==> src/rtl/mips_pkg.sv <==
// mips_pkg: opcode/funct constants, EX op encodings and decode bundle shared by ID and EX.
package mips_pkg;
  localparam logic [5:0] OPC_RTYPE = 6'h00;
  localparam logic [5:0] OPC_J     = 6'h02;
  localparam logic [5:0] OPC_BEQ   = 6'h04;
  localparam logic [5:0] OPC_ADDI  = 6'h08;
  localparam logic [5:0] OPC_LW    = 6'h23;
  localparam logic [5:0] OPC_SW    = 6'h2B;
  localparam logic [5:0] FN_ADD = 6'h20;
  localparam logic [5:0] FN_SUB = 6'h22;
  localparam logic [5:0] FN_AND = 6'h24;
  localparam logic [5:0] FN_OR  = 6'h25;
  localparam logic [5:0] FN_SLT = 6'h2A;
  localparam logic [5:0] EXOP_NOP  = 6'd0;
  localparam logic [5:0] EXOP_ADD  = 6'd1;
  localparam logic [5:0] EXOP_SUB  = 6'd2;
  localparam logic [5:0] EXOP_AND  = 6'd3;
  localparam logic [5:0] EXOP_OR   = 6'd4;
  localparam logic [5:0] EXOP_SLT  = 6'd5;
  localparam logic [5:0] EXOP_ADDI = 6'd6;
  localparam logic [5:0] EXOP_LW   = 6'd7;
  localparam logic [5:0] EXOP_SW   = 6'd8;
  localparam logic [5:0] EXOP_BEQ  = 6'd9;
  localparam logic [5:0] EXOP_J    = 6'd10;
  typedef struct packed {
    logic [5:0]  op;
    logic [4:0]  rd;
    logic        reg_we;
    logic        mem_rd;
    logic        mem_wr;
    logic        uses_rt;
    logic [31:0] imm;
  } dec_t;
  function automatic logic [31:0] sext16(input logic [15:0] v);
    return {{16{v[15]}}, v};
  endfunction
endpackage

==> src/rtl/mips_regfile.sv <==
// mips_regfile: 2 comb read ports, 1 sync write port, $0 hardwired to zero.
// MIPS_RF_BYPASS_EN: same-cycle read of the write address returns the write data.
module mips_regfile #(
  parameter int RF_DEPTH = 32
) (
  input  logic        clk,
  input  logic        rst,
  input  logic [4:0]  addr_a,
  input  logic [4:0]  addr_b,
  output logic [31:0] data_a,
  output logic [31:0] data_b,
  input  logic        we,
  input  logic [4:0]  wa,
  input  logic [31:0] wd
);
  logic [31:0] mem [RF_DEPTH];
  always_ff @(posedge clk or posedge rst)
    if (rst) for (int i = 0; i < RF_DEPTH; i++) mem[i] <= '0;
    else if (we && wa != '0) mem[wa] <= wd;
`ifdef MIPS_RF_BYPASS_EN
  assign data_a = addr_a == '0 ? '0 : (we && wa == addr_a) ? wd : mem[addr_a];
  assign data_b = addr_b == '0 ? '0 : (we && wa == addr_b) ? wd : mem[addr_b];
`else
  assign data_a = addr_a == '0 ? '0 : mem[addr_a];
  assign data_b = addr_b == '0 ? '0 : mem[addr_b];
`endif
endmodule

==> src/rtl/mips_decode_stage.sv <==
// mips_decode_stage: MIPS ID stage - decoder, load-use hazard unit, ID/EX latch.
// MIPS_RF_BYPASS_EN (in mips_regfile) enables WB->ID write-through.
module mips_decode_stage
  import mips_pkg::*;
#(
  parameter int          RF_DEPTH = 32,
  parameter logic [31:0] RESET_PC = '0
) (
  input  logic        clk,
  input  logic        rst,
  input  logic        if_valid,
  input  logic [31:0] if_ir,
  input  logic [31:0] if_npc,
  input  logic        ex_flush,
  input  logic        wb_we,
  input  logic [4:0]  wb_addr,
  input  logic [31:0] wb_data,
  output logic        id_stall,
  output logic        ex_valid,
  output logic [5:0]  ex_op,
  output logic [31:0] ex_npc,
  output logic [31:0] ex_a,
  output logic [31:0] ex_b,
  output logic [31:0] ex_imm,
  output logic [4:0]  ex_rd,
  output logic        ex_reg_we,
  output logic        ex_mem_rd,
  output logic        ex_mem_wr
);
  logic [5:0] opc, fn;
  logic [4:0] rs, rt;
  logic [31:0] data_a, data_b;
  logic bubble;
  dec_t d;
  assign opc = if_ir[31:26];
  assign fn = if_ir[5:0];
  assign rs = if_ir[25:21];
  assign rt = if_ir[20:16];
  mips_regfile #(.RF_DEPTH(RF_DEPTH)) u_rf (
    .clk(clk), .rst(rst), .addr_a(rs), .addr_b(rt), .data_a(data_a), .data_b(data_b),
    .we(wb_we), .wa(wb_addr), .wd(wb_data)
  );
  // rd is only set for writers, so reg_we falls out of rd != 0
  always_comb begin
    d = '0;
    case (opc)
      OPC_RTYPE: begin
        d.op = fn == FN_ADD ? EXOP_ADD : fn == FN_SUB ? EXOP_SUB : fn == FN_AND ? EXOP_AND :
               fn == FN_OR ? EXOP_OR : fn == FN_SLT ? EXOP_SLT : EXOP_NOP;
        d.rd = d.op == EXOP_NOP ? '0 : if_ir[15:11];
        d.uses_rt = d.op != EXOP_NOP;
      end
      OPC_ADDI: begin
        d.op = EXOP_ADDI;
        d.rd = rt;
        d.imm = sext16(if_ir[15:0]);
      end
      OPC_LW: begin
        d.op = EXOP_LW;
        d.rd = rt;
        d.mem_rd = 1'b1;
        d.imm = sext16(if_ir[15:0]);
      end
      OPC_SW: begin
        d.op = EXOP_SW;
        d.mem_wr = 1'b1;
        d.uses_rt = 1'b1;
        d.imm = sext16(if_ir[15:0]);
      end
      OPC_BEQ: begin
        d.op = EXOP_BEQ;
        d.uses_rt = 1'b1;
        d.imm = sext16(if_ir[15:0]);
      end
      OPC_J: begin
        d.op = EXOP_J;
        d.imm = {if_npc[31:28], if_ir[25:0], 2'b00};
      end
      default: ;
    endcase
    d.reg_we = d.rd != '0;
  end
  assign id_stall = if_valid & ~ex_flush & ex_valid & ex_mem_rd & (ex_rd != '0) &
                    ((ex_rd == rs) | ((ex_rd == rt) & d.uses_rt));
  assign bubble = ex_flush | ~if_valid | id_stall;
  always_ff @(posedge clk or posedge rst)
    if (rst) begin
      ex_valid <= 1'b0;
      ex_op <= EXOP_NOP;
      ex_npc <= RESET_PC;
      ex_a <= '0;
      ex_b <= '0;
      ex_imm <= '0;
      ex_rd <= '0;
      ex_reg_we <= 1'b0;
      ex_mem_rd <= 1'b0;
      ex_mem_wr <= 1'b0;
    end else begin
      ex_valid <= ~bubble;
      ex_op <= bubble ? EXOP_NOP : d.op;
      ex_npc <= if_npc;
      ex_a <= data_a;
      ex_b <= data_b;
      ex_imm <= d.imm;
      ex_rd <= bubble ? '0 : d.rd;
      ex_reg_we <= ~bubble & d.reg_we;
      ex_mem_rd <= ~bubble & d.mem_rd;
      ex_mem_wr <= ~bubble & d.mem_wr;
    end
endmodule

==> config.mk <==
export PLATFORM = sky130hd
export DESIGN_NAME = mips_decode_stage
export DESIGN_NICKNAME = d
export VERILOG_FILES = /design/src/rtl/mips_pkg.sv /design/src/rtl/mips_regfile.sv /design/src/rtl/mips_decode_stage.sv
export SDC_FILE = /design/constraint.sdc
export NUM_CORES = 2
export LEC_CHECK = 0
export ABC_AREA = 1
export BUFFER_PORTS_ARGS = -buffer_cell sky130_fd_sc_hd__buf_2
export CORE_UTILIZATION = 45
export CTS_CLUSTER_DIAMETER = 60
export CTS_CLUSTER_SIZE = 20
export DETAILED_ROUTE_END_ITERATION = 12
export HOLD_SLACK_MARGIN = 0.05
export MAX_ROUTING_LAYER = met4
export PLACE_DENSITY = 0.72
export SLEW_MARGIN = 20
export SYNTH_ARGS = -nofsm -noshare
export SYNTH_HDL_FRONTEND = slang
export SYNTH_SLANG_ARGS = --single-unit
==> constraint.sdc <==
create_clock -name clk -period 58.6 [get_ports clk]
set_input_delay 0 -clock clk [delete_from_list [all_inputs] [get_ports clk]]
set_output_delay 0 -clock clk [all_outputs]
set_load 0.02 [all_outputs]
==> flow_summary_export.csv <==
group,metric,value,unit
outcome,status,"finished clean",
worst_hold_path,holdPathStages,4,
yosys,synth_cells,7499,
clock_tree,clockBufferDepth,3,
timing,fmax,162,MHz
timing,setup_viol,0,
timing,tns,0,ns
clock_tree,insertion_delay,0.78,ns
setup_path,startpoint_type,"input port",
setup_path,worstSetupEndpointType,"asynchronous set/reset pin",
global_routing,grt_max_degree,216,
placed_design,place_hpwl,123000,µm
yosys,synth_top_area_share,0.499,
clock_tree,clkTransAtPathRegs,0.08,ns
timing,hold_ws,0.105,ns
worst_hold_path,hold_class,"input port to flip-flop",
timing,hold_violations,0,
floorplan,die_height,362,µm
placed_design,postPlaceCellArea,59900,µm²
routing,ant_nets,0,
routing,dr.first_iter.drc_count,10500,
timing,final.setup_skew,0.0478,ns
routing,wl_per_cell,24.6,µm
global_routing,grt_pass1_wl,341000,µm
global_routing,grt_util_all_layers,0.350,
yosys,netlist_top_cells_area,"dfrtp_1, o21ai_0, nand2_1, nor2_1, a21oi_1",
floorplan,io_pins,250,
setup_path,cp_max_fo,113,
timing,slew_violations,0,
routing,num_vias,58900,
layout,fin_nets,7491,
floorplan,die_x,362,µm
layout,area_growth,11.8,%
timing,finalCriticalPeriod,6.18,ns
setup_path,cp-startpoint,"rst",
timing,max_slew_margin,0.215,
worst_hold_path,hp-start,"wb_data[0]",
clock_tree,htreeDepth,3,
setup_path,timing.reg2reg.worst_path_depth,9,
layout,stdcell_area,65300,µm²
clock_tree,cts_sinks,1165,
timing,rsz0062_at_grt,"no",
global_routing,grt-ovfl-total,0,
yosys,syn_area_per_cell,7.79,µm²
routing,via_per_inst,6.39,
routing,route.detailed.drc,0,
setup_path,crit_required,59.38,ns
placed_design,post-place-ws,52.30,ns
global_routing,grt_pass1_vias,55300,
yosys,syn-cell-area,58400,µm²
placed_design,place_congestion,0.916,
power_and_ir_drop,p_leak,28.8,nW
yosys,ys_types,37,
global_routing,antenna_found_initial,23,
power_and_ir_drop,vdd_drop_max,0.0238,mV
timing,period_share,0.106,
power_and_ir_drop,power_density,33.4,nW/µm²
placed_design,portBuffers,247,
yosys,synth_seq_cells,1165,
floorplan,core_area,128000,µm²
floorplan,initial_core_util,0.456,
setup_path,cp_data_arrival_time,6.96,ns
layout,drive_gt1_frac,0.0789,
yosys,yosys.area.top_type,"dfrtp_1",
setup_path,r2r-start,"ex_rd[0]",
routing,drt_wl_total,227000,µm
yosys,ys_warn_count,0,
setup_path,critPathKind,"input port to asynchronous set/reset pin",
timing,tightestPinTransition,1.17,ns
clock_tree,cts_tree,"done",
floorplan,die_area,131000,µm²
floorplan,fp-row-count,131,
clock_tree,cts_buffers,104,
routing,dr.pass1.iters,9,
yosys,ys_seq_area_frac,0.499,
job,maxCapViolCount,0,
clock_tree,clock_tree.root_cell,"clkbuf_16",
timing,worst_slack,52.42,ns
registers in the layout, summed over array words and instances, names as in the netlist:
signal     flops
ex_a          32
ex_b          32
ex_imm        32
ex_mem_rd      1
ex_mem_wr      1
ex_npc        32
ex_op          4
ex_rd          5
ex_reg_we      1
ex_valid       1
u_rf.mem    1024
layout make-up:
cell class / count / area (µm²)
fillers: 12000 / 62900
flip-flops and latches: 1165 / 29200
multi-input cells: 5333 / 25500
repair buffers: 504 / 3680
clock buffers: 112 / 2730
well taps: 1729 / 2160
inverters: 277 / 1080
clock inverters: 85 / 948
diodes: 20 / 50.0
cell usage after synthesis:
cell and count:
a21boi_0 1, a21oi_1 478, a22oi_1 1, a311oi_1 1, a31oi_1 44, and3_1 19, buf_1 21, buf_2 72
buf_4 5, clkbuf_1 627, clkinv_1 5, conb_1 1, dfrtp_1 1165, inv_1 270, inv_2 2, nand2_1 1263
nand2_2 11, nand3_1 254, nand4_1 3, nor2_1 757, nor2_2 4, nor3_1 9, nor3_2 6, nor4_1 3
nor4_2 1, nor4_4 1, o211a_1 2, o211ai_1 132, o21a_1 4, o21ai_0 2050, o21ai_1 11, o221ai_1 138
o22ai_1 128, or2_1 1, or2_2 3, xnor2_1 3, xor2_1 3
timing repair:
action | 4_1_cts | 5_1_grt
buffers inserted | 0 | 0
gates resized for setup | 0 | 0
hold endpoints to repair | 663 | 0
hold buffers | 164 | 0
cell families after synthesis:
logic type / after synthesis / synth area share
simple gates: 2335 / 0.159
buf+inv: 1002 / 0.0663
flops: 1165 / 0.499
compound gates: 2990 / 0.275
other cells: 1 / 0.0000642
xor+xnor: 6 / 0.000900
stage by stage:
step            util  std cells  total power [mW]
2_1_floorplan      -       7500              1.30
3_3_place_gp   0.467       8844              1.40
3_5_place_dp   0.467       8844              1.42
4_1_cts        0.509       9205              2.17
5_1_grt        0.509       9221              2.28
6_report       0.509       9225              2.18
worst paths after layout:
path	slack [ns]	end
setup / recovery	52.42	u_rf.mem[928]
hold / removal	0.11	u_rf.mem[576]
setup reg to reg	56.28	ex_rd[2]
hold reg to reg	0.41	u_rf.mem[1009]
max in group clk	53.95	ex_b[31]
min in group asynchronous	0.55	u_rf.mem[941]
placed cells by master (no fill, tap or decap), types with 4 or more instances in the layout:
master	Yosys	final
clkbuf_8	0	4
nor2_1	757	755
a31oi_1	44	44
nand2_2	11	25
nand3_1	254	253
inv_6	0	29
buf_4	5	91
o22ai_1	128	128
nor2_4	0	6
buf_12	0	4
nor3_1	9	9
o21ai_1	11	10
nor3_2	6	6
inv_12	0	6
inv_1	270	264
o21ai_0	2050	2050
clkinv_8	0	5
clkbuf_16	0	107
diode_2	0	20
o21a_1	4	4
o211ai_1	132	132
and3_1	19	19
dfrtp_1	1165	1165
buf_2	72	240
o221ai_1	138	138
dlygate4sd3_1	0	164
clkinv_4	0	11
a21oi_1	478	478
inv_8	0	23
clkinvlp_4	0	9
nand2_1	1263	1248
critical path, stage by stage:
cell,delay [ns]
dlygate4sd3_1,0.54
buf_2,0.12
dlygate4sd3_1,0.63
inv_8,0.54
buf_4,0.83
buf_4,0.89
buf_4,0.77
buf_4,0.81
buf_6,0.67
buf_4,0.80
routing by layer:
metal / up-vias / share of wire / global-route usage
li1: 25400 / - / -
met5: - / 0 / -
met2: 4571 / 0.43 / 0.505
met4: 0 / 0.062 / 0.199
met1: 27900 / 0.37 / 0.445
met3: 961 / 0.14 / 0.0900
power breakdown:
group	switching (mW)	internal [mW]
Sequential	0.0992	0.943
Combinational	0.256	0.136
Clock	0.374	0.373
Total	0.729	1.45
Note: power is estimated with default switching activity, not from simulation.
